===== src/rtl/ncu_dmu_pio_sender_if.sv =====
// PIO sender bus bundle: NCU request queue side, DMU header/payload side,
// credit returns and credit status. The master modport is the sender itself.
interface ncu_dmu_pio_sender_if;
  logic        req_vld;
  logic        req_rdy;
  logic        req_wr;
  logic [35:0] req_addr;
  logic [7:0]  req_bmask;
  logic [63:0] req_wdata;
  logic        ncu_dmu_pio_hdr_vld;
  logic [63:0] ncu_dmu_pio_data;
  logic        dmu_ncu_wrack_vld;
  logic [3:0]  dmu_ncu_wrack_tag;
  logic        rd_ret_vld;
  logic [3:0]  rd_ret_tag;
  logic [4:0]  credit_avail;
  logic        cred_err;

  modport master (
    input  req_vld, req_wr, req_addr, req_bmask, req_wdata,
    input  dmu_ncu_wrack_vld, dmu_ncu_wrack_tag, rd_ret_vld, rd_ret_tag,
    output req_rdy, ncu_dmu_pio_hdr_vld, ncu_dmu_pio_data,
    output credit_avail, cred_err
  );

  modport slave (
    output req_vld, req_wr, req_addr, req_bmask, req_wdata,
    output dmu_ncu_wrack_vld, dmu_ncu_wrack_tag, rd_ret_vld, rd_ret_tag,
    input  req_rdy, ncu_dmu_pio_hdr_vld, ncu_dmu_pio_data,
    input  credit_avail, cred_err
  );
endinterface


===== src/rtl/ncu_dmu_pio_sender.sv =====
// NCU -> DMU PIO sender with a 16-entry credit pool.
// Each accepted request becomes one header cycle, followed by one payload
// cycle for writes. Credits return via DMU write acks or read completions.
// Optional build macro NCU_PIO_CREDIT_CHK_EN: tracks the credit type and
// flags (and ignores) returns that do not match a busy credit of that type.
//
// state      | meaning
// IDLE       | waiting for a request and a free credit
// HDR        | driving the header word for the captured request
// PAYLOAD    | driving the write payload word
module ncu_dmu_pio_sender (
  input logic                   iol2clk,
  input logic                   rst,
  ncu_dmu_pio_sender_if.master  pio
);

  typedef enum logic [1:0] {ST_IDLE, ST_HDR, ST_PAYLOAD} state_t;

  state_t      state, state_nxt;
  logic [15:0] busy, busy_nxt;
  logic [4:0]  avail_q, avail_nxt, busy_cnt;
  logic [3:0]  alloc_cid;
  logic        accept;

  logic        cap_wr;
  logic [3:0]  cap_cid;
  logic [35:0] cap_addr;
  logic [7:0]  cap_bmask;
  logic [63:0] cap_wdata;

`ifdef NCU_PIO_CREDIT_CHK_EN
  logic [15:0] rd_type, rd_type_nxt;
  logic        err_q, err_nxt;
`endif

  // Ready looks only at registered state; held low while reset is applied.
  assign pio.req_rdy      = !rst && (state == ST_IDLE) && !(&busy);
  assign accept           = pio.req_vld && pio.req_rdy;
  assign pio.credit_avail = rst ? 5'd16 : avail_q;

`ifdef NCU_PIO_CREDIT_CHK_EN
  assign pio.cred_err = err_q && !rst;
`else
  assign pio.cred_err = 1'b0;
`endif

  // Lowest-numbered free credit, taken from the pool before same-cycle returns.
  always_comb begin
    alloc_cid = 4'd0;
    for (int i = 15; i >= 0; i--) begin
      if (!busy[i]) alloc_cid = 4'(i);
    end
  end

  // Next pool contents: apply returns first, then the new allocation.
  always_comb begin
    busy_nxt = busy;
`ifdef NCU_PIO_CREDIT_CHK_EN
    rd_type_nxt = rd_type;
    err_nxt     = 1'b0;
    if (pio.dmu_ncu_wrack_vld && pio.rd_ret_vld &&
        (pio.dmu_ncu_wrack_tag == pio.rd_ret_tag)) begin
      err_nxt = 1'b1;
    end else begin
      if (pio.dmu_ncu_wrack_vld) begin
        if (busy[pio.dmu_ncu_wrack_tag] && !rd_type[pio.dmu_ncu_wrack_tag]) begin
          busy_nxt[pio.dmu_ncu_wrack_tag] = 1'b0;
        end else begin
          err_nxt = 1'b1;
        end
      end
      if (pio.rd_ret_vld) begin
        if (busy[pio.rd_ret_tag] && rd_type[pio.rd_ret_tag]) begin
          busy_nxt[pio.rd_ret_tag] = 1'b0;
        end else begin
          err_nxt = 1'b1;
        end
      end
    end
`else
    if (pio.dmu_ncu_wrack_vld) busy_nxt[pio.dmu_ncu_wrack_tag] = 1'b0;
    if (pio.rd_ret_vld)        busy_nxt[pio.rd_ret_tag] = 1'b0;
`endif
    if (accept) begin
      busy_nxt[alloc_cid] = 1'b1;
`ifdef NCU_PIO_CREDIT_CHK_EN
      rd_type_nxt[alloc_cid] = !pio.req_wr;
`endif
    end
  end

  // Free-credit count derived from the post-update pool.
  always_comb begin
    busy_cnt = 5'd0;
    for (int i = 0; i < 16; i++) begin
      busy_cnt = busy_cnt + {4'd0, busy_nxt[i]};
    end
    avail_nxt = 5'd16 - busy_cnt;
  end

  // Credit pool, free count and error pulse registers.
  always_ff @(posedge iol2clk) begin
    if (rst) begin
      busy    <= 16'd0;
      avail_q <= 5'd16;
`ifdef NCU_PIO_CREDIT_CHK_EN
      rd_type <= 16'd0;
      err_q   <= 1'b0;
`endif
    end else begin
      busy    <= busy_nxt;
      avail_q <= avail_nxt;
`ifdef NCU_PIO_CREDIT_CHK_EN
      rd_type <= rd_type_nxt;
      err_q   <= err_nxt;
`endif
    end
  end

  // Capture the request fields and its credit ID at accept.
  always_ff @(posedge iol2clk) begin
    if (rst) begin
      cap_wr    <= 1'b0;
      cap_cid   <= 4'd0;
      cap_addr  <= 36'd0;
      cap_bmask <= 8'd0;
      cap_wdata <= 64'd0;
    end else if (accept) begin
      cap_wr    <= pio.req_wr;
      cap_cid   <= alloc_cid;
      cap_addr  <= pio.req_addr;
      cap_bmask <= pio.req_bmask;
      cap_wdata <= pio.req_wdata;
    end
  end

  // FSM state register.
  always_ff @(posedge iol2clk) begin
    if (rst) state <= ST_IDLE;
    else     state <= state_nxt;
  end

  // FSM next-state logic.
  always_comb begin
    state_nxt = state;
    case (state)
      ST_IDLE:    if (accept) state_nxt = ST_HDR;
      ST_HDR:     state_nxt = cap_wr ? ST_PAYLOAD : ST_IDLE;
      ST_PAYLOAD: state_nxt = ST_IDLE;
      default:    state_nxt = ST_IDLE;
    endcase
  end

  // FSM outputs: header word, payload word, or quiet bus.
  always_comb begin
    pio.ncu_dmu_pio_hdr_vld = 1'b0;
    pio.ncu_dmu_pio_data    = 64'h0;
    if (!rst) begin
      case (state)
        ST_HDR: begin
          pio.ncu_dmu_pio_hdr_vld = 1'b1;
          pio.ncu_dmu_pio_data    = {3'b000, !cap_wr, cap_cid, 8'h00, cap_bmask,
                                     4'h0, cap_addr};
        end
        ST_PAYLOAD: pio.ncu_dmu_pio_data = cap_wdata;
        default: ;
      endcase
    end
  end

endmodule


===== src/flat_wrapper.sv =====
// flat-port wrapper written by rule: the top's interface ports become plain ports
module ncu_dmu_pio_sender_flat 
  (iol2clk, rst, pio_req_vld, pio_req_wr, pio_req_addr, pio_req_bmask, pio_req_wdata, pio_dmu_ncu_wrack_vld, pio_dmu_ncu_wrack_tag, pio_rd_ret_vld, pio_rd_ret_tag, pio_req_rdy, pio_ncu_dmu_pio_hdr_vld, pio_ncu_dmu_pio_data, pio_credit_avail, pio_cred_err);
  ncu_dmu_pio_sender_if pio_i ();
  input logic iol2clk;
  input logic rst;
  input wire logic [$bits(pio_i.req_vld)-1:0] pio_req_vld;
  input wire logic [$bits(pio_i.req_wr)-1:0] pio_req_wr;
  input wire logic [$bits(pio_i.req_addr)-1:0] pio_req_addr;
  input wire logic [$bits(pio_i.req_bmask)-1:0] pio_req_bmask;
  input wire logic [$bits(pio_i.req_wdata)-1:0] pio_req_wdata;
  input wire logic [$bits(pio_i.dmu_ncu_wrack_vld)-1:0] pio_dmu_ncu_wrack_vld;
  input wire logic [$bits(pio_i.dmu_ncu_wrack_tag)-1:0] pio_dmu_ncu_wrack_tag;
  input wire logic [$bits(pio_i.rd_ret_vld)-1:0] pio_rd_ret_vld;
  input wire logic [$bits(pio_i.rd_ret_tag)-1:0] pio_rd_ret_tag;
  output wire logic [$bits(pio_i.req_rdy)-1:0] pio_req_rdy;
  output wire logic [$bits(pio_i.ncu_dmu_pio_hdr_vld)-1:0] pio_ncu_dmu_pio_hdr_vld;
  output wire logic [$bits(pio_i.ncu_dmu_pio_data)-1:0] pio_ncu_dmu_pio_data;
  output wire logic [$bits(pio_i.credit_avail)-1:0] pio_credit_avail;
  output wire logic [$bits(pio_i.cred_err)-1:0] pio_cred_err;
  assign pio_i.req_vld = pio_req_vld;
  assign pio_i.req_wr = pio_req_wr;
  assign pio_i.req_addr = pio_req_addr;
  assign pio_i.req_bmask = pio_req_bmask;
  assign pio_i.req_wdata = pio_req_wdata;
  assign pio_i.dmu_ncu_wrack_vld = pio_dmu_ncu_wrack_vld;
  assign pio_i.dmu_ncu_wrack_tag = pio_dmu_ncu_wrack_tag;
  assign pio_i.rd_ret_vld = pio_rd_ret_vld;
  assign pio_i.rd_ret_tag = pio_rd_ret_tag;
  assign pio_req_rdy = pio_i.req_rdy;
  assign pio_ncu_dmu_pio_hdr_vld = pio_i.ncu_dmu_pio_hdr_vld;
  assign pio_ncu_dmu_pio_data = pio_i.ncu_dmu_pio_data;
  assign pio_credit_avail = pio_i.credit_avail;
  assign pio_cred_err = pio_i.cred_err;
  ncu_dmu_pio_sender u_core (.iol2clk(iol2clk), .rst(rst), .pio(pio_i));
endmodule

===== config.mk =====
export PLATFORM = sky130hd
export DESIGN_NAME = ncu_dmu_pio_sender_flat
export DESIGN_NICKNAME = d
export VERILOG_FILES = /design/src/rtl/ncu_dmu_pio_sender_if.sv /design/src/rtl/ncu_dmu_pio_sender.sv /design/src/flat_wrapper.sv
export SDC_FILE = /design/constraint.sdc
export NUM_CORES = 1
export LEC_CHECK = 0
export BUFFER_PORTS_ARGS = -buffer_cell sky130_fd_sc_hd__buf_4
export CORE_MARGIN = 5
export CORE_UTILIZATION = 35
export DETAILED_ROUTE_END_ITERATION = 7
export SKIP_CTS_REPAIR_TIMING = 1
export SLEW_MARGIN = 20
export SYNTH_ARGS = -nofsm -noshare
export SYNTH_HDL_FRONTEND = slang
export SYNTH_SLANG_ARGS = --single-unit

===== constraint.sdc =====
create_clock -name iol2clk -period 6.1 [get_ports iol2clk]
set_input_delay 0.305 -clock iol2clk [delete_from_list [all_inputs] [get_ports iol2clk]]
set_output_delay 0.305 -clock iol2clk [all_outputs]
set_load 0.005 [all_outputs]

Yosys cells after proc, flatten, opt, wreduce, memory -nomap -nowiden
Cells that the tools add are included.
Storage, ports and cells
  register bits: 136
  bits of input ports: 122
Operators by class
  add/subtract/negate cells: 16
  magnitude comparators: 6
  eq/ne operators: 3
  muxes and demuxes: 33
  bitwise gates (word level): 5
  reduce and logical (&&, ||, !) cells: 11
Operator list (number)
  one-hot mux 64 bit (2 select lines): 1
  adder 5 x 1 -> 5 bit: 14
  two-way mux 4 bit: 16
  two-way mux 64 bit: 1
  two-way mux 16 bit: 3
  AND 16 bit: 2
  NOT 16 bit: 2
  OR 16 bit: 1
  AND reduction 16 bit: 1
  less-than comparator 4 x 5 -> 1 bit, second input constant: 3
  demux 1 bit (select 4 bit): 3
  greater-or-equal comparator 4 x 1 -> 1 bit, second input constant: 3
  logical AND 1 bit: 6
  two-way mux 1 bit: 5
  two-way mux 5 bit: 1
  subtractor 5 bit, first input constant: 1
  two-way mux 2 bit: 2
  one-hot mux 2 bit (2 select lines): 1
  logical NOT 1 bit: 3
  adder 1 x 1 -> 2 bit: 1
  == test 2 x 1 -> 1 bit, second input constant: 1
  == test 2 bit, second input constant: 1
  logical NOT 2 bit: 1
  inequality test 2 x 1 -> 1 bit, second input constant: 1

Logic depth before layout (Yosys ltp)
Gate-level depths: netlist (run 1).
  word-level depth: 38
  gate-level depth with buffers: 19
  gate-level depth less buffers: 19

Worst setup path before layout (run 1)
Ideal clock, no wire load.
  path type: register -> register
  start: register u_core.busy[14]
  end: register u_core.avail_q[4]
  data arrival time: 5.031 ns
  data required time: 5.983 ns
  path slack: 0.952 ns
  stages on the path, launching flop included: 19
  cells stage by stage: dfxtp_1 > nor2b_1 > o221ai_1 > a221o_1 > a311o_1 > o21ai_0 > fa_1 > inv_1 > ha_1 > inv_1 > fa_1 > fa_1 > fa_1 > inv_1 > fa_1 > ha_1 > fa_1 > xnor2_1 > nand2b_1
On the way
  elaborated cells between the ends (all ways): 46
RTL lines
  from (decl): RTL line ncu_dmu_pio_sender.sv:20  | logic [15:0] busy, busy_nxt;
  from (signal assigned): RTL line ncu_dmu_pio_sender.sv:111  | busy <= busy_nxt;
  two-way mux 4 bit (15 in series): RTL line ncu_dmu_pio_sender.sv:51  | if (!busy[i]) alloc_cid = 4'(i);
  less-than comparator 4 x 5 -> 1 bit (implied by the code) / greater-or-equal comparator 4 x 1 -> 1 bit (equally long branches): RTL line ncu_dmu_pio_sender.sv:85  | busy_nxt[alloc_cid] = 1'b1;
  logical AND 1 bit (implied by the code): RTL line ncu_dmu_pio_sender.sv:85
  two-way mux 1 bit (implied by the code): RTL line ncu_dmu_pio_sender.sv:85
  demux 1 bit (select 4 bit)
  OR 16 bit (no source line)
  two-way mux 16 bit (*): RTL line ncu_dmu_pio_sender.sv:84  | if (accept) begin
  named net u_core.busy_nxt[5]: RTL line ncu_dmu_pio_sender.sv:20
  adder 5 x 1 -> 5 bit (*) (11 in series): RTL line ncu_dmu_pio_sender.sv:96  | busy_cnt = busy_cnt + {4'd0, busy_nxt[i]};
  subtractor 5 bit (*): RTL line ncu_dmu_pio_sender.sv:98  | avail_nxt = 5'd16 - busy_cnt;
  to (signal assigned): RTL line ncu_dmu_pio_sender.sv:112  | avail_q <= avail_nxt;
  to (decl): RTL line ncu_dmu_pio_sender.sv:21  | logic [4:0] avail_q, avail_nxt, busy_cnt;
Mark *: on every way through the listed nets, which the timed path passes. The rest lies on a longest branch.
A chain may end at the register's enable or synchronous reset.

Final worst setup path (run 1)
Same ends and word-level chain as after synthesis.

==> flow_summary.html, run 1 <==
<table>
<tr><th>Metric</th><th>Value</th></tr>
<tr><th colspan="2">Layout</th></tr>
<tr><td>Non-filler instance count after layout</td><td>about 1300</td></tr>
<tr><td>Antenna diode count</td><td>0</td></tr>
<tr><td>Area growth from synthesis to layout</td><td>33.2%</td></tr>
<tr><td>Number of fill cells in the layout</td><td>about 1900</td></tr>
<tr><td>Final net count</td><td>about 1200</td></tr>
<tr><td>Area of the multi-input gates</td><td>3460 um^2</td></tr>
<tr><td>Fraction of final layout cells with drive strength greater than 1</td><td>0.236</td></tr>
<tr><td>Register area</td><td>between 2000 and 3000 um^2</td></tr>
<tr><th colspan="2">Synthesis</th></tr>
<tr><td>Mean Syn Cell Area</td><td>approximately 7.6 um^2</td></tr>
<tr><td>Part of the Yosys area used for sequential elements</td><td>0.416</td></tr>
<tr><td>Top cells by count, synth</td><td>sky130_fd_sc_hd__nand2_1, sky130_fd_sc_hd__dfxtp_1, sky130_fd_sc_hd__a21oi_1, sky130_fd_sc_hd__nor2_1, sky130_fd_sc_hd__a22oi_1</td></tr>
<tr><td>Distinct cell type count after synthesis</td><td>46</td></tr>
<tr><td>Async S/R FF share, synth</td><td>0</td></tr>
<tr><td>Leading cell type by number of instances after synthesis</td><td>sky130_fd_sc_hd__nand2_1</td></tr>
<tr><td>Combinational family with the most area after synthesis</td><td>simple AND/OR/NAND/NOR gates</td></tr>
<tr><td>Arithmetic-cell share of the synthesized area counting full adders, half adders and majority gates</td><td>0.0630</td></tr>
<tr><td>Xor/xnor share of the synthesized area</td><td>0.00134</td></tr>
<tr><td>Share of Yosys cell area claimed by the top area cell type</td><td>0.416</td></tr>
<tr><td>Number of flip-flops and latches in the synthesized netlist</td><td>about 140</td></tr>
<tr><td>Post-Synth Simple-Gate Area</td><td>0.248</td></tr>
<tr><td>Number of nets produced by synthesis</td><td>between 1000 and 1500</td></tr>
<tr><td>Compound-gate portion of the synthesized area</td><td>0.214</td></tr>
<tr><td>Number of enable-type register cells in the synthesized netlist</td><td>0</td></tr>
<tr><td>Portion of netlist area occupied by mux cells</td><td>0</td></tr>
<tr><td>Dominant cell type by area after synthesis</td><td>sky130_fd_sc_hd__dfxtp_1</td></tr>
<tr><td>Summed instance area of the synthesized netlist</td><td>around 6600 um^2</td></tr>
<tr><td>Cell types with the largest area share after synthesis</td><td>sky130_fd_sc_hd__dfxtp_1, sky130_fd_sc_hd__nand2_1, sky130_fd_sc_hd__a21oi_1, sky130_fd_sc_hd__a22oi_1, sky130_fd_sc_hd__nor2_1</td></tr>
<tr><td>Warnings from Yosys</td><td>0</td></tr>
<tr><td>Cells after Synth</td><td>about 870</td></tr>
<tr><td>Dominant synthesized flop cell</td><td>sky130_fd_sc_hd__dfxtp_1</td></tr>
<tr><th colspan="2">Setup path</th></tr>
<tr><td>Reg-to-reg slack, setup</td><td>approximately 600 ps</td></tr>
<tr><td>Class of the most critical setup path</td><td>reg -&gt; reg</td></tr>
<tr><td>Slowest Stage Delay on Critical Path</td><td>approximately 510 ps</td></tr>
<tr><td>Required time of the worst setup path</td><td>between 6000 and 7000 ps</td></tr>
<tr><td>Cell mode on critical path</td><td>sky130_fd_sc_hd__fa_1</td></tr>
<tr><td>Cell type of the slowest stage on the worst timing path</td><td>sky130_fd_sc_hd__fa_1</td></tr>
<tr><td>Arrival time at the worst endpoint</td><td>approximately 5800 ps</td></tr>
<tr><td>Depth of the worst register-to-register path</td><td>18</td></tr>
<tr><td>Cells along the critical path</td><td>nor2b_1 &gt; o221ai_1 &gt; a221o_1 &gt; a311o_1 &gt; o21ai_0 &gt; fa_1 &gt; inv_1 &gt; ha_1 &gt; inv_1 &gt; fa_1 &gt; fa_1 &gt; fa_1 &gt; inv_1 &gt; fa_1 &gt; ha_1 &gt; fa_1 &gt; xnor2_1 &gt; nand2b_1</td></tr>
<tr><td>Endpoint type of the worst setup path</td><td>register</td></tr>
<tr><td>Startpoint Class</td><td>register</td></tr>
<tr><td>Worst reg2reg path startpoint</td><td>u_core.busy[14]</td></tr>
<tr><td>Maximum fanout count along the critical path</td><td>7</td></tr>
<tr><td>FF-to-FF End</td><td>u_core.avail_q[4]</td></tr>
<tr><th colspan="2">STA</th></tr>
<tr><td>Period minus WS final</td><td>5510 ps</td></tr>
<tr><td>Relative slew margins</td><td>0.424</td></tr>
<tr><td>Worst hold margin</td><td>between 100 and 150 ps</td></tr>
<tr><td>Maximum clock skew at final layout</td><td>~9.7 ps</td></tr>
<tr><td>Slew at the pin closest to its max-slew limit</td><td>865 ps</td></tr>
<tr><td>RSZ-0062 raised after global routing</td><td>false</td></tr>
<tr><td>Part of the cycle the worst path needs</td><td>0.904</td></tr>
<tr><td>Max Clk Rate</td><td>approximately 180 MHz</td></tr>
<tr><td>Final Max Slew Viols</td><td>0</td></tr>
<tr><td>Final count of hold timing violations</td><td>0</td></tr>
<tr><td>Finish-stage setup viols</td><td>0</td></tr>
<tr><td>Setup tns final</td><td>0 ps</td></tr>
<tr><th colspan="2">Drt</th></tr>
<tr><td>Detailed Route Iter0 Violations</td><td>353</td></tr>
<tr><td>DRC viols</td><td>0</td></tr>
<tr><td>Number of detailed-route iterations in the first pass</td><td>5</td></tr>
<tr><td>Post-detailed-route wirelength per cell</td><td>~16 um</td></tr>
<tr><td>Vias</td><td>6491</td></tr>
<tr><td>Number of routed nets with antenna violations</td><td>0</td></tr>
<tr><td>Final Routed Wirelength</td><td>20.1 mm</td></tr>
<tr><td>Per-cell via count in the routed design</td><td>between 5 and 6</td></tr>
<tr><th colspan="2">Die</th></tr>
<tr><td>Placeable core region</td><td>between 15000 and 20000 um^2</td></tr>
<tr><td>Initial Util</td><td>0.353</td></tr>
<tr><td>Height of the die</td><td>roughly 150 um</td></tr>
<tr><td>Die Width</td><td>~150 um</td></tr>
<tr><td>Row cnt</td><td>50</td></tr>
<tr><td>Die outline area</td><td>~22000 um^2</td></tr>
<tr><td>I/O pin total</td><td>194</td></tr>
<tr><th colspan="2">Place</th></tr>
<tr><td>Instance count after placement with tap cells included</td><td>about 1200</td></tr>
<tr><td>Port Buffers</td><td>~190</td></tr>
<tr><td>Detail Placement HPWL</td><td>13.8 mm</td></tr>
<tr><td>Final Wtd Congestion</td><td>about 0.89</td></tr>
<tr><th colspan="2">Job</th></tr>
<tr><td>Number of maximum-capacitance violations</td><td>0</td></tr>
<tr><th colspan="2">Global routing</th></tr>
<tr><td>Maximum number of pins on one net before global-route repair</td><td>85</td></tr>
<tr><td>Initial antenna violation count</td><td>0</td></tr>
<tr><td>Combined global-route utilization of all metal layers</td><td>0.184</td></tr>
<tr><td>Vias in the first global route</td><td>6237</td></tr>
<tr><td>Global-route wire length before repair</td><td>32.6 mm</td></tr>
<tr><td>Total overflow reported by the global router</td><td>0</td></tr>
<tr><th colspan="2">Clock tree</th></tr>
<tr><td>TritonCTS clock tree</td><td>done</td></tr>
<tr><td>Insertion delay to the later sink of the worst-skew pair</td><td>between 400 and 500 ps</td></tr>
<tr><td>Number of levels the H-tree was split into</td><td>4</td></tr>
<tr><td>Clock buffers created by TritonCTS</td><td>17</td></tr>
<tr><td>Max clock buf depth</td><td>2</td></tr>
<tr><td>Clk pin slew, worst setup/hold paths</td><td>approximately 60 ps</td></tr>
<tr><td>CTS Sinks</td><td>roughly 140</td></tr>
<tr><td>Clock tree root buffer cell</td><td>sky130_fd_sc_hd__clkbuf_16</td></tr>
<tr><th colspan="2">Pwr</th></tr>
<tr><td>Leakage power figure</td><td>between 0.003 and 0.004 uW</td></tr>
<tr><td>Worst ir drop on vdd</td><td>0.201 mV</td></tr>
<tr><td>Power Density</td><td>roughly 260 nW/um^2</td></tr>
<tr><th colspan="2">Hold path</th></tr>
<tr><td>Worst min-delay path endpoint</td><td>u_core.cap_addr[0]</td></tr>
<tr><td>Number of cells on the worst hold path</td><td>3</td></tr>
<tr><td>Min-delay src</td><td>pio_req_addr[0]</td></tr>
<tr><td>HP Class</td><td>in -&gt; reg</td></tr>
<tr><th colspan="2">Run status</th></tr>
<tr><td>Status</td><td>complete, no violations</td></tr>
</table>
report_power, final:
group	leakage, uW	internal, uW	switching, uW
Combinational	0.00207	110	143
Clock	0.000297	687	397
Sequential	0.00111	931	19.8
layer usage:
layer	vias up	global-route usage	share of wire
met1	3004	0.256	0.47
li1	3257	-	-
met2	205	0.285	0.45
met4	0	0.0560	0.017
met5	-	0	0
met3	25	0.0423	0.061
kinds of logic after synthesis:
group           Yosys count
xor+xnor                  1
other cells               1
flops                   136
compound gates          226
simple gates            384
fa+ha+maj                27
buf+inv                  91
sequential cells by signal (all words and copies together) (netlist names):
signal	flops
u_core.cap_wdata	64
u_core.cap_addr	36
u_core.busy	16
u_core.cap_bmask	8
u_core.avail_q	5
u_core.cap_cid	4
u_core.state	2
u_core.cap_wr	1
critical path: cells and delay by family (launching register included):
kind                       cells  cell delay [ps]
xor gates and xnor gates       1              170
and+or+nand+nor                2              210
DFF                            1              370
AOI/OAI and AO/OA              4             1360
buffers and inverters          3              170
adders and majority gates      8             3130
worst max path at each step:
stage | cells after the start | end | start | slack [ps]
6_report | 18 | u_core.avail_q[4] | u_core.busy[14] | 590
5_1_grt | 18 | u_core.avail_q[4] | u_core.busy[14] | 280
3_3_place_gp | 17 | u_core.avail_q[4] | pio_dmu_ncu_wrack_tag[1] | 720
2_1_floorplan | 18 | u_core.avail_q[4] | u_core.busy[14] | 950
4_1_cts | 18 | u_core.avail_q[4] | u_core.busy[14] | 580
3_5_place_dp | 18 | u_core.avail_q[4] | u_core.busy[14] | 590
layout by cell type, fill, tap and decap left out, drive strengths merged, types with 5 or more instances in the layout:
cell type  count
a31oi          6
dfxtp        136
nand3         16
nand2        255
nor2b         14
nand2b         5
a22oi         53
inv           30
a21oi        115
buf          202
o21ai         16
clkbuf        18
fa            10
o22ai         10
nor2          58
ha            17
and3          18
stage by stage:
| step | power [uW] | worst slack (ps) | util | area, um^2 |
|---|---|---|---|---|
| final | 2290 | 585 | 0.469 | 8720 |
| after global routing | 2400 | 283 | 0.469 | 8720 |
| after CTS | 2320 | 582 | 0.469 | 8720 |
| after detailed placement | 1230 | 594 | 0.436 | 8100 |
| after global placement | 1220 | 723 | 0.436 | 8100 |
| after floorplan | 1110 | 952 | - | 6550 |
final cells by class:
cell class / count / share of cell area
Multi-Input combinational cell: 639 / 0.397
Inverter: 27 / 0.0116
Tap cell: 234 / 0.0336
Sequential cell: 136 / 0.312
Clock buffer: 18 / 0.0492
Clock inverter: 14 / 0.0225
Timing Repair Buffer: 202 / 0.174
Power figures use the tool's default switching activity.
==> run 2, diff against run 1 <==
--- a/config.mk
+++ b/config.mk
@@ -9,4 +9,5 @@
 export CORE_MARGIN = 5
-export CORE_UTILIZATION = 35
+export CORE_UTILIZATION = 50
 export DETAILED_ROUTE_END_ITERATION = 7
+export PLACE_DENSITY = 0.78
 export SKIP_CTS_REPAIR_TIMING = 1
==> constraint.sdc (replaced) <==
create_clock -name iol2clk -period 6.1 [get_ports iol2clk]
set_input_delay 1.525 -clock iol2clk [delete_from_list [all_inputs] [get_ports iol2clk]]
set_output_delay 1.525 -clock iol2clk [all_outputs]
set_load 0.005 [all_outputs]
==> run 2 against run 1 <==
Effect of this change:
- sequential power about the same
- final area is 1.3% lower
- critical path depth is 1 lower
- sequential share of layout area grew 0.40 points
- utilization rose by 21 points
- non-clock buffer count is 6 higher
- register-to-register slack worse by 30 ps
- setup slack lost 360 ps
==> flow_summary.html, run 2 (synthesis gave the netlist of run 1 again) <==
<table>
<tr><th>Metric</th><th>Value</th></tr>
<tr><th colspan="2">Layout</th></tr>
<tr><td>Number of fill cells in the layout</td><td>1155 (-39%)</td></tr>
<tr><td>Registers with the most flip-flops</td><td>u_core.cap_wdata: 64 flops, u_core.cap_addr: 36 flops, u_core.busy: 16 flops</td></tr>
<tr><td>Final net count</td><td>1178 (+0.51%)</td></tr>
<tr><td>Register area</td><td>2720 um^2 (unchanged)</td></tr>
<tr><td>Final design utilization</td><td>0.677 (+0.207)</td></tr>
<tr><td>Most flops, register</td><td>u_core.cap_wdata</td></tr>
<tr><td>Antenna diode count</td><td>0 (unchanged)</td></tr>
<tr><td>Highest-count cells in the layout ignoring fill and taps</td><td>sky130_fd_sc_hd__nand2_1, sky130_fd_sc_hd__buf_4, sky130_fd_sc_hd__dfxtp_1</td></tr>
<tr><td>Area growth from synthesis to layout</td><td>31.5%</td></tr>
<tr><td>Fraction of final layout cells with drive strength greater than 1</td><td>0.235 (-0.000454)</td></tr>
<tr><td>Area of the multi-input gates</td><td>3490 um^2 (+0.83%)</td></tr>
<tr><td>Most common library cell in the layout ignoring fill and taps</td><td>sky130_fd_sc_hd__nand2_1</td></tr>
<tr><td>Flip-flop count of the largest register after layout</td><td>64 (unchanged)</td></tr>
<tr><td>Non-filler instance count after layout</td><td>1210 (-4.7%)</td></tr>
<tr><th colspan="2">Setup path</th></tr>
<tr><td>Cells along the critical path</td><td>buf_4 &gt; or3b_2 &gt; o311ai_4 &gt; o21ai_2 &gt; fa_1 &gt; inv_1 &gt; ha_1 &gt; inv_1 &gt; fa_1 &gt; fa_1 &gt; fa_1 &gt; inv_1 &gt; fa_1 &gt; ha_1 &gt; fa_1 &gt; xnor2_1 &gt; nand2b_1</td></tr>
<tr><td>Arrival time at the worst endpoint</td><td>6180 ps (+360 ps)</td></tr>
<tr><td>Cell type of the slowest stage on the worst timing path</td><td>sky130_fd_sc_hd__or3b_2</td></tr>
<tr><td>Slowest Stage Delay on Critical Path</td><td>530 ps (+20 ps)</td></tr>
<tr><td>Required time of the worst setup path</td><td>6400 ps (about the same)</td></tr>
<tr><td>Crit path buffers/inverters</td><td>4 (+1)</td></tr>
<tr><td>Endpoint type of the worst setup path</td><td>register</td></tr>
<tr><td>Class of the most critical setup path</td><td>in -&gt; reg</td></tr>
<tr><td>Crit-path leading delay family</td><td>adder cells</td></tr>
<tr><td>Reg-to-reg slack, setup</td><td>560 ps (-30 ps)</td></tr>
<tr><td>Cell mode on critical path</td><td>sky130_fd_sc_hd__fa_1</td></tr>
<tr><td>Maximum fanout count along the critical path</td><td>4 (-3)</td></tr>
<tr><td>Startpoint Class</td><td>primary input</td></tr>
<tr><th colspan="2">Global routing</th></tr>
<tr><td>Total overflow reported by the global router</td><td>0 (unchanged)</td></tr>
<tr><td>Maximum number of pins on one net before global-route repair</td><td>91 (+7.1%)</td></tr>
<tr><td>Combined global-route utilization of all metal layers</td><td>0.239 (+0.0547)</td></tr>
<tr><td>Vias in the first global route</td><td>6266 (+0.46%)</td></tr>
<tr><td>Global-route wire length before repair</td><td>31.0 mm (-4.9%)</td></tr>
<tr><td>Initial antenna violation count</td><td>1 (+1)</td></tr>
<tr><th colspan="2">Run status</th></tr>
<tr><td>Status</td><td>complete, no violations</td></tr>
<tr><th colspan="2">Clock tree</th></tr>
<tr><td>Number of levels the H-tree was split into</td><td>4 (unchanged)</td></tr>
<tr><td>Clk pin slew, worst setup/hold paths</td><td>50 ps (about the same)</td></tr>
<tr><td>TritonCTS clock tree</td><td>done</td></tr>
<tr><td>Max clock buf depth</td><td>2 (unchanged)</td></tr>
<tr><td>CTS Sinks</td><td>136 (unchanged)</td></tr>
<tr><td>Clock buffers created by TritonCTS</td><td>17 (unchanged)</td></tr>
<tr><td>Insertion delay to the later sink of the worst-skew pair</td><td>410 ps (about the same)</td></tr>
<tr><td>Clock tree root buffer cell</td><td>sky130_fd_sc_hd__clkbuf_16</td></tr>
<tr><th colspan="2">STA</th></tr>
<tr><td>RSZ-0062 raised after global routing</td><td>false</td></tr>
<tr><td>Slew at the pin closest to its max-slew limit</td><td>893 ps (+28.4 ps)</td></tr>
<tr><td>Final Max Slew Viols</td><td>0 (unchanged)</td></tr>
<tr><td>Final count of hold timing violations</td><td>0 (unchanged)</td></tr>
<tr><td>Period minus WS final</td><td>5880 ps (+361 ps)</td></tr>
<tr><td>Finish-stage setup viols</td><td>0 (unchanged)</td></tr>
<tr><td>Max Clk Rate</td><td>170 MHz (-6.1%)</td></tr>
<tr><td>Maximum clock skew at final layout</td><td>6.98 ps (-2.76 ps)</td></tr>
<tr><td>Relative slew margins</td><td>0.405 (-0.0189)</td></tr>
<tr><td>Part of the cycle the worst path needs</td><td>0.963 (+0.0591)</td></tr>
<tr><th colspan="2">Drt</th></tr>
<tr><td>DRC viols</td><td>0 (unchanged)</td></tr>
<tr><td>Number of routed nets with antenna violations</td><td>0 (unchanged)</td></tr>
<tr><td>Per-cell via count in the routed design</td><td>5.42 (+6.0%)</td></tr>
<tr><td>Detailed Route Iter0 Violations</td><td>662 (+88%)</td></tr>
<tr><td>Final Routed Wirelength</td><td>18.9 mm (-6.0%)</td></tr>
<tr><td>Vias</td><td>6556 (+1.0%)</td></tr>
<tr><td>Number of detailed-route iterations in the first pass</td><td>6 (+1)</td></tr>
<tr><td>Post-detailed-route wirelength per cell</td><td>15.6 um (-1.4%)</td></tr>
<tr><th colspan="2">Job</th></tr>
<tr><td>Number of maximum-capacitance violations</td><td>0 (unchanged)</td></tr>
<tr><th colspan="2">Hold path</th></tr>
<tr><td>HP Class</td><td>reg -&gt; reg</td></tr>
<tr><th colspan="2">Die</th></tr>
<tr><td>Height of the die</td><td>124 um (-15%)</td></tr>
<tr><td>Die Width</td><td>124 um (-15%)</td></tr>
<tr><td>Placeable core region</td><td>12700 um^2 (-32%)</td></tr>
<tr><td>I/O pin total</td><td>194 (unchanged)</td></tr>
<tr><td>Die outline area</td><td>15500 um^2 (-28%)</td></tr>
<tr><td>Row cnt</td><td>41 (-18%)</td></tr>
<tr><td>Initial Util</td><td>0.515 (+0.162)</td></tr>
<tr><th colspan="2">Pwr</th></tr>
<tr><td>Leakage power figure</td><td>0.00347 uW (-0.18%)</td></tr>
<tr><td>Net Switching</td><td>506 uW (-9.5%)</td></tr>
<tr><td>Proportion of total power due to net switching</td><td>0.239 (-0.00581)</td></tr>
<tr><td>Gate power share</td><td>0.120 (+0.010)</td></tr>
<tr><td>Reg power frac</td><td>0.450 (+0.034)</td></tr>
<tr><td>Clock network fraction of total power</td><td>0.431 (-0.043)</td></tr>
<tr><td>Worst ir drop on vdd</td><td>0.151 mV (-25%)</td></tr>
<tr><td>Power Density</td><td>246 nW/um^2 (-6.1%)</td></tr>
<tr><td>Internal power contribution</td><td>1610 uW (-6.6%)</td></tr>
<tr><th colspan="2">Place</th></tr>
<tr><td>Detail Placement HPWL</td><td>13.0 mm (-5.8%)</td></tr>
<tr><td>Port Buffers</td><td>192 (unchanged)</td></tr>
<tr><td>Final Wtd Congestion</td><td>0.935 (+4.6%)</td></tr>
<tr><td>Instance count after placement with tap cells included</td><td>1182 (-4.5%)</td></tr>
</table>
==> run 2: path summary, 6_finish.rpt <==
check	depth (start not counted)	end	startpoint
max reg2reg	18	u_core.avail_q[4]	u_core.busy[14]
max	17	u_core.avail_q[4]	pio_dmu_ncu_wrack_tag[1]
min reg2reg	2	u_core.cap_wdata[51]	u_core.cap_wdata[51]
min	2	u_core.cap_wdata[51]	u_core.cap_wdata[51]
==> run 2: routing by layer <==
layer  vias up  GRT usage  part of all wire
met4         2     0.0754             0.015
met3        26     0.0738             0.079
met2       232      0.382              0.48
met5         -          0           0.00058
li1       3264          -                 -
met1      3032      0.308              0.43
==> run 2: final cells by class <==
type | instances | area share
Clock buffer | 23 | 0.0543
Clock inverter | 5 | 0.00581
Inverter | 27 | 0.0118
Multi-Input combinational cell | 639 | 0.406
Sequential cell | 136 | 0.316
Tap cell | 172 | 0.0250
Timing Repair Buffer | 208 | 0.181
==> run 2: power by group through the flow <==
stage	Sequential, uW	Clock [uW]	Combinational, uW
4_1_cts	952	933	253
2_1_floorplan	965	0	145
6_report	953	914	254
3_5_place_dp	971	0	252
5_1_grt	957	977	283
3_3_place_gp	970	0	250
==> run 2: worst min-delay path: stages, from the launching register on <==
cell                      delay [ps]
sky130_fd_sc_hd__dfxtp_1         300
sky130_fd_sc_hd__nand2_1          50
sky130_fd_sc_hd__a21oi_1          50
==> run 2: per-stage QoR <==
| stage | hold WS [ps] | setup slack, ps | instance area, um^2 | TNS [ps] | power (uW) |
|---|---|---|---|---|---|
| after global placement | 437 | -190 | 8070 | -361 | 1220 |
| after CTS | 449 | 151 | 8590 | 0 | 2140 |
| after detailed placement | 442 | -285 | 8070 | -529 | 1220 |
| final | 449 | 224 | 8610 | 0 | 2120 |
| after global routing | 462 | 20.5 | 8610 | 0 | 2220 |
| after floorplan | 432 | 39.4 | 6560 | 0 | 1110 |
==> run 3, diff against run 2 <==
ABC_AREA = 1   (was unset)
CELL_PAD_IN_SITES_DETAIL_PLACEMENT = 0   (was unset)
CELL_PAD_IN_SITES_GLOBAL_PLACEMENT = 1   (was unset)
CORE_UTILIZATION = 36   (was 50)
PLACE_DENSITY = unset   (was 0.78)
PLACE_DENSITY_LB_ADDON = 0.1   (was unset)
==> run 3 against run 2 <==
Effect of this change:
- global-route usage down 5.2 points
- clock power up 23%
- count of clock-buffer cells in the layout down 5
- clock skew up 8.9 ps
- largest power group is now the clock network
- highest routed layer is now met4
==> flow_summary.html, run 3 <==
<table>
<tr><th>Metric</th><th>Value</th></tr>
<tr><th colspan="2">Global routing</th></tr>
<tr><td>Global-route wire length before repair</td><td>32.7 mm (+5.4%)</td></tr>
<tr><td>Total overflow reported by the global router</td><td>0 (unchanged)</td></tr>
<tr><td>Vias in the first global route</td><td>6268 (+0.032%)</td></tr>
<tr><td>Initial antenna violation count</td><td>0 (-1)</td></tr>
<tr><td>Combined global-route utilization of all metal layers</td><td>0.187 (-0.0518)</td></tr>
<tr><td>Maximum number of pins on one net before global-route repair</td><td>100 (+9.9%)</td></tr>
<tr><th colspan="2">Synthesis</th></tr>
<tr><td>Cell types with the largest area share after synthesis</td><td>sky130_fd_sc_hd__dfxtp_1, sky130_fd_sc_hd__nand2_1, sky130_fd_sc_hd__a21oi_1, sky130_fd_sc_hd__inv_1, sky130_fd_sc_hd__ha_1</td></tr>
<tr><td>Number of flip-flops and latches in the synthesized netlist</td><td>136 (unchanged)</td></tr>
<tr><td>Distinct cell type count after synthesis</td><td>36 (-22%)</td></tr>
<tr><td>Part of the Yosys area used for sequential elements</td><td>0.412 (-0.00378)</td></tr>
<tr><td>Summed instance area of the synthesized netlist</td><td>6610 um^2 (+0.92%)</td></tr>
<tr><td>Number of nets produced by synthesis</td><td>1087 (+7.1%)</td></tr>
<tr><td>Xor/xnor share of the synthesized area</td><td>0.00133 (-0.0000121)</td></tr>
<tr><td>Combinational family with the most area after synthesis</td><td>simple AND/OR/NAND/NOR gates</td></tr>
<tr><td>Top cells by count, synth</td><td>sky130_fd_sc_hd__nand2_1, sky130_fd_sc_hd__a21oi_1, sky130_fd_sc_hd__dfxtp_1, sky130_fd_sc_hd__inv_1, sky130_fd_sc_hd__nand3_1</td></tr>
<tr><td>Arithmetic-cell share of the synthesized area counting full adders, half adders and majority gates</td><td>0.0625 (-0.000573)</td></tr>
<tr><td>Dominant synthesized flop cell</td><td>sky130_fd_sc_hd__dfxtp_1</td></tr>
<tr><td>Portion of netlist area occupied by mux cells</td><td>0 (unchanged)</td></tr>
<tr><td>Cells after Synth</td><td>938 (+8.3%)</td></tr>
<tr><td>Leading cell type by number of instances after synthesis</td><td>sky130_fd_sc_hd__nand2_1</td></tr>
<tr><td>Number of enable-type register cells in the synthesized netlist</td><td>0 (unchanged)</td></tr>
<tr><td>Dominant cell type by area after synthesis</td><td>sky130_fd_sc_hd__dfxtp_1</td></tr>
<tr><td>Share of Yosys cell area claimed by the top area cell type</td><td>0.412 (-0.00378)</td></tr>
<tr><td>Warnings from Yosys</td><td>0 (unchanged)</td></tr>
<tr><td>Post-Synth Simple-Gate Area</td><td>0.266 (+0.0186)</td></tr>
<tr><td>Async S/R FF share, synth</td><td>0 (unchanged)</td></tr>
<tr><td>Compound-gate portion of the synthesized area</td><td>0.171 (-0.0428)</td></tr>
<tr><td>Mean Syn Cell Area</td><td>7.05 um^2 (-6.8%)</td></tr>
<tr><th colspan="2">Setup path</th></tr>
<tr><td>Maximum fanout count along the critical path</td><td>4 (unchanged)</td></tr>
<tr><td>Class of the most critical setup path</td><td>in -&gt; reg</td></tr>
<tr><td>Required time of the worst setup path</td><td>6400 ps (about the same)</td></tr>
<tr><td>Endpoint type of the worst setup path</td><td>register</td></tr>
<tr><td>Cells along the critical path</td><td>buf_4 &gt; clkinv_1 &gt; nand2_2 &gt; a21oi_4 &gt; nand2_4 &gt; clkinv_2 &gt; nand2_1 &gt; inv_2 &gt; nand3_1 &gt; nand2_1 &gt; fa_1 &gt; inv_1 &gt; ha_1 &gt; inv_1 &gt; fa_1 &gt; fa_1 &gt; fa_1 &gt; inv_1 &gt; fa_1 &gt; ha_1 &gt; fa_1 &gt; xnor2_1 &gt; nand2_1</td></tr>
<tr><td>Cell type of the slowest stage on the worst timing path</td><td>sky130_fd_sc_hd__fa_1</td></tr>
<tr><td>Cell mode on critical path</td><td>sky130_fd_sc_hd__fa_1</td></tr>
<tr><td>Slowest Stage Delay on Critical Path</td><td>530 ps (about the same)</td></tr>
<tr><td>Arrival time at the worst endpoint</td><td>5890 ps (-290 ps)</td></tr>
<tr><td>Startpoint Class</td><td>primary input</td></tr>
<tr><th colspan="2">Drt</th></tr>
<tr><td>Number of routed nets with antenna violations</td><td>0 (unchanged)</td></tr>
<tr><td>Final Routed Wirelength</td><td>20.4 mm (+7.7%)</td></tr>
<tr><td>Per-cell via count in the routed design</td><td>4.87 (-10%)</td></tr>
<tr><td>Post-detailed-route wirelength per cell</td><td>15.2 um (-2.8%)</td></tr>
<tr><td>DRC viols</td><td>0 (unchanged)</td></tr>
<tr><td>Number of detailed-route iterations in the first pass</td><td>5 (-1)</td></tr>
<tr><td>Vias</td><td>6534 (-0.34%)</td></tr>
<tr><td>Detailed Route Iter0 Violations</td><td>414 (-37%)</td></tr>
<tr><th colspan="2">STA</th></tr>
<tr><td>Slew at the pin closest to its max-slew limit</td><td>1050 ps (+154 ps)</td></tr>
<tr><td>Setup tns final</td><td>0 ps (unchanged)</td></tr>
<tr><td>Final count of hold timing violations</td><td>0 (unchanged)</td></tr>
<tr><td>Finish-stage setup viols</td><td>0 (unchanged)</td></tr>
<tr><td>Part of the cycle the worst path needs</td><td>0.916 (-0.0473)</td></tr>
<tr><td>RSZ-0062 raised after global routing</td><td>false</td></tr>
<tr><td>Final Max Slew Viols</td><td>0 (unchanged)</td></tr>
<tr><td>Max Clk Rate</td><td>179 MHz (+5.2%)</td></tr>
<tr><td>Maximum clock skew at final layout</td><td>15.9 ps (+8.87 ps)</td></tr>
<tr><td>Relative slew margins</td><td>0.302 (-0.102)</td></tr>
<tr><td>Period minus WS final</td><td>5590 ps (-288 ps)</td></tr>
<tr><th colspan="2">Place</th></tr>
<tr><td>Detail Placement HPWL</td><td>14.0 mm (+7.8%)</td></tr>
<tr><td>Instance area after placement</td><td>8180 um^2 (+1.3%)</td></tr>
<tr><td>Final Wtd Congestion</td><td>0.832 (-11%)</td></tr>
<tr><td>Port Buffers</td><td>192 (unchanged)</td></tr>
<tr><th colspan="2">Die</th></tr>
<tr><td>Die outline area</td><td>21200 um^2 (+37%)</td></tr>
<tr><td>Row cnt</td><td>49 (+20%)</td></tr>
<tr><td>Height of the die</td><td>146 um (+17%)</td></tr>
<tr><td>I/O pin total</td><td>194 (unchanged)</td></tr>
<tr><td>Placeable core region</td><td>18000 um^2 (+42%)</td></tr>
<tr><td>Die Width</td><td>146 um (+17%)</td></tr>
<tr><td>Initial Util</td><td>0.367 (-0.148)</td></tr>
<tr><th colspan="2">Pwr</th></tr>
<tr><td>Leakage power figure</td><td>0.00361 uW (+4.3%)</td></tr>
<tr><td>Power Density</td><td>294 nW/um^2 (+19%)</td></tr>
<tr><td>Worst ir drop on vdd</td><td>0.266 mV (+76%)</td></tr>
<tr><th colspan="2">Clock tree</th></tr>
<tr><td>Clock tree root buffer cell</td><td>sky130_fd_sc_hd__clkbuf_16</td></tr>
<tr><td>Insertion delay to the later sink of the worst-skew pair</td><td>420 ps (about the same)</td></tr>
<tr><td>Clock buffers created by TritonCTS</td><td>17 (unchanged)</td></tr>
<tr><td>Max clock buf depth</td><td>2 (unchanged)</td></tr>
<tr><td>CTS Sinks</td><td>136 (unchanged)</td></tr>
<tr><td>Clk pin slew, worst setup/hold paths</td><td>60 ps (about the same)</td></tr>
<tr><td>TritonCTS clock tree</td><td>done</td></tr>
<tr><td>Number of levels the H-tree was split into</td><td>4 (unchanged)</td></tr>
<tr><th colspan="2">Layout</th></tr>
<tr><td>Register area</td><td>2720 um^2 (unchanged)</td></tr>
<tr><td>Most common library cell in the layout ignoring fill and taps</td><td>sky130_fd_sc_hd__nand2_1</td></tr>
<tr><td>Final net count</td><td>1250 (+6.1%)</td></tr>
<tr><td>Registers with the most flip-flops</td><td>u_core.cap_wdata: 64 flops, u_core.cap_addr: 36 flops, u_core.busy: 16 flops</td></tr>
<tr><td>Fraction of final layout cells with drive strength greater than 1</td><td>0.234 (-0.00125)</td></tr>
<tr><td>Antenna diode count</td><td>0 (unchanged)</td></tr>
<tr><td>Area of the multi-input gates</td><td>3340 um^2 (-4.4%)</td></tr>
<tr><td>Final instance area</td><td>8820 um^2 (+2.5%)</td></tr>
<tr><td>Flip-flop count of the largest register after layout</td><td>64 (unchanged)</td></tr>
<tr><td>Highest-count cells in the layout ignoring fill and taps</td><td>sky130_fd_sc_hd__nand2_1, sky130_fd_sc_hd__buf_4, sky130_fd_sc_hd__a21oi_1</td></tr>
<tr><td>Area growth from synthesis to layout</td><td>33.5%</td></tr>
<tr><td>Number of fill cells in the layout</td><td>1948 (+69%)</td></tr>
<tr><td>Most flops, register</td><td>u_core.cap_wdata</td></tr>
<tr><th colspan="2">Job</th></tr>
<tr><td>Number of maximum-capacitance violations</td><td>0 (unchanged)</td></tr>
<tr><th colspan="2">Hold path</th></tr>
<tr><td>HP Class</td><td>reg -&gt; reg</td></tr>
<tr><th colspan="2">Run status</th></tr>
<tr><td>Status</td><td>complete, no violations</td></tr>
</table>
## run 3: cell type report
type                            count  area share
Inverter                           70      0.0299
Clock inverter                     12      0.0225
Sequential cell                   136       0.309
Timing Repair Buffer              208       0.178
Multi-Input combinational cell    668       0.378
Tap cell                          229      0.0325
Clock buffer                       18      0.0498
## run 3: where the power goes
| part | switching [uW] | internal [uW] | leakage (uW) |
|---|---|---|---|
| Clock | 385 | 732 | 0.000312 |
| Combinational | 310 | 170 | 0.00219 |
| Sequential | 33.1 | 966 | 0.00111 |
| Total | 728 | 1870 | 0.00361 |
## run 3: routing by layer
| metal | track usage | up-vias | share of wire |
|---|---|---|---|
| met1 | 0.248 | 3006 | 0.47 |
| li1 | - | 3355 | - |
| met4 | 0.0457 | 0 | 0.011 |
| met2 | 0.299 | 159 | 0.46 |
| met3 | 0.0567 | 14 | 0.059 |
| met5 | 0 | - | 0 |
## run 3: worst max-delay path: cells and delay by family
family / cells / cell delay (ps)
fa+ha+maj: 8 / 3200
simple gates: 6 / 500
buf+inv: 7 / 450
xor+xnor: 1 / 160
compound gates: 1 / 40
## run 3: path summary, 6_finish.rpt
| kind | to | depth (start not counted) | slack (ps) | from |
|---|---|---|---|---|
| worst max-delay path | u_core.avail_q[4] | 23 | 510 | rst |
| worst min-delay path | u_core.cap_wdata[61] | 2 | 450 | u_core.cap_wdata[61] |
| worst max register to register | u_core.avail_q[4] | 31 | 790 | u_core.busy[15] |
| worst min register to register | u_core.cap_wdata[61] | 2 | 450 | u_core.cap_wdata[61] |
## run 3: cell families after synthesis
| family | Yosys count |
|---|---|
| XOR/XNOR | 1 |
| AND/OR/NAND/NOR | 426 |
| flip-flops | 136 |
| AO/OA/AOI/OAI | 213 |
| adder cells (fa/ha/maj) | 27 |
| other | 1 |
| buffers and inverters | 134 |
## run 3: per-stage QoR
stage / hold WS (ps) / power [uW] / std cells / setup WS [ps] / util
after floorplan: 431 / 1320 / 938 / 5.28 / -
after global routing: 471 / 2730 / 1341 / 298 / 0.490
after global placement: 441 / 1500 / 1311 / 106 / 0.454
after detailed placement: 446 / 1500 / 1311 / 68.5 / 0.454
after CTS: 456 / 2630 / 1341 / 510 / 0.489
final: 451 / 2600 / 1341 / 513 / 0.490
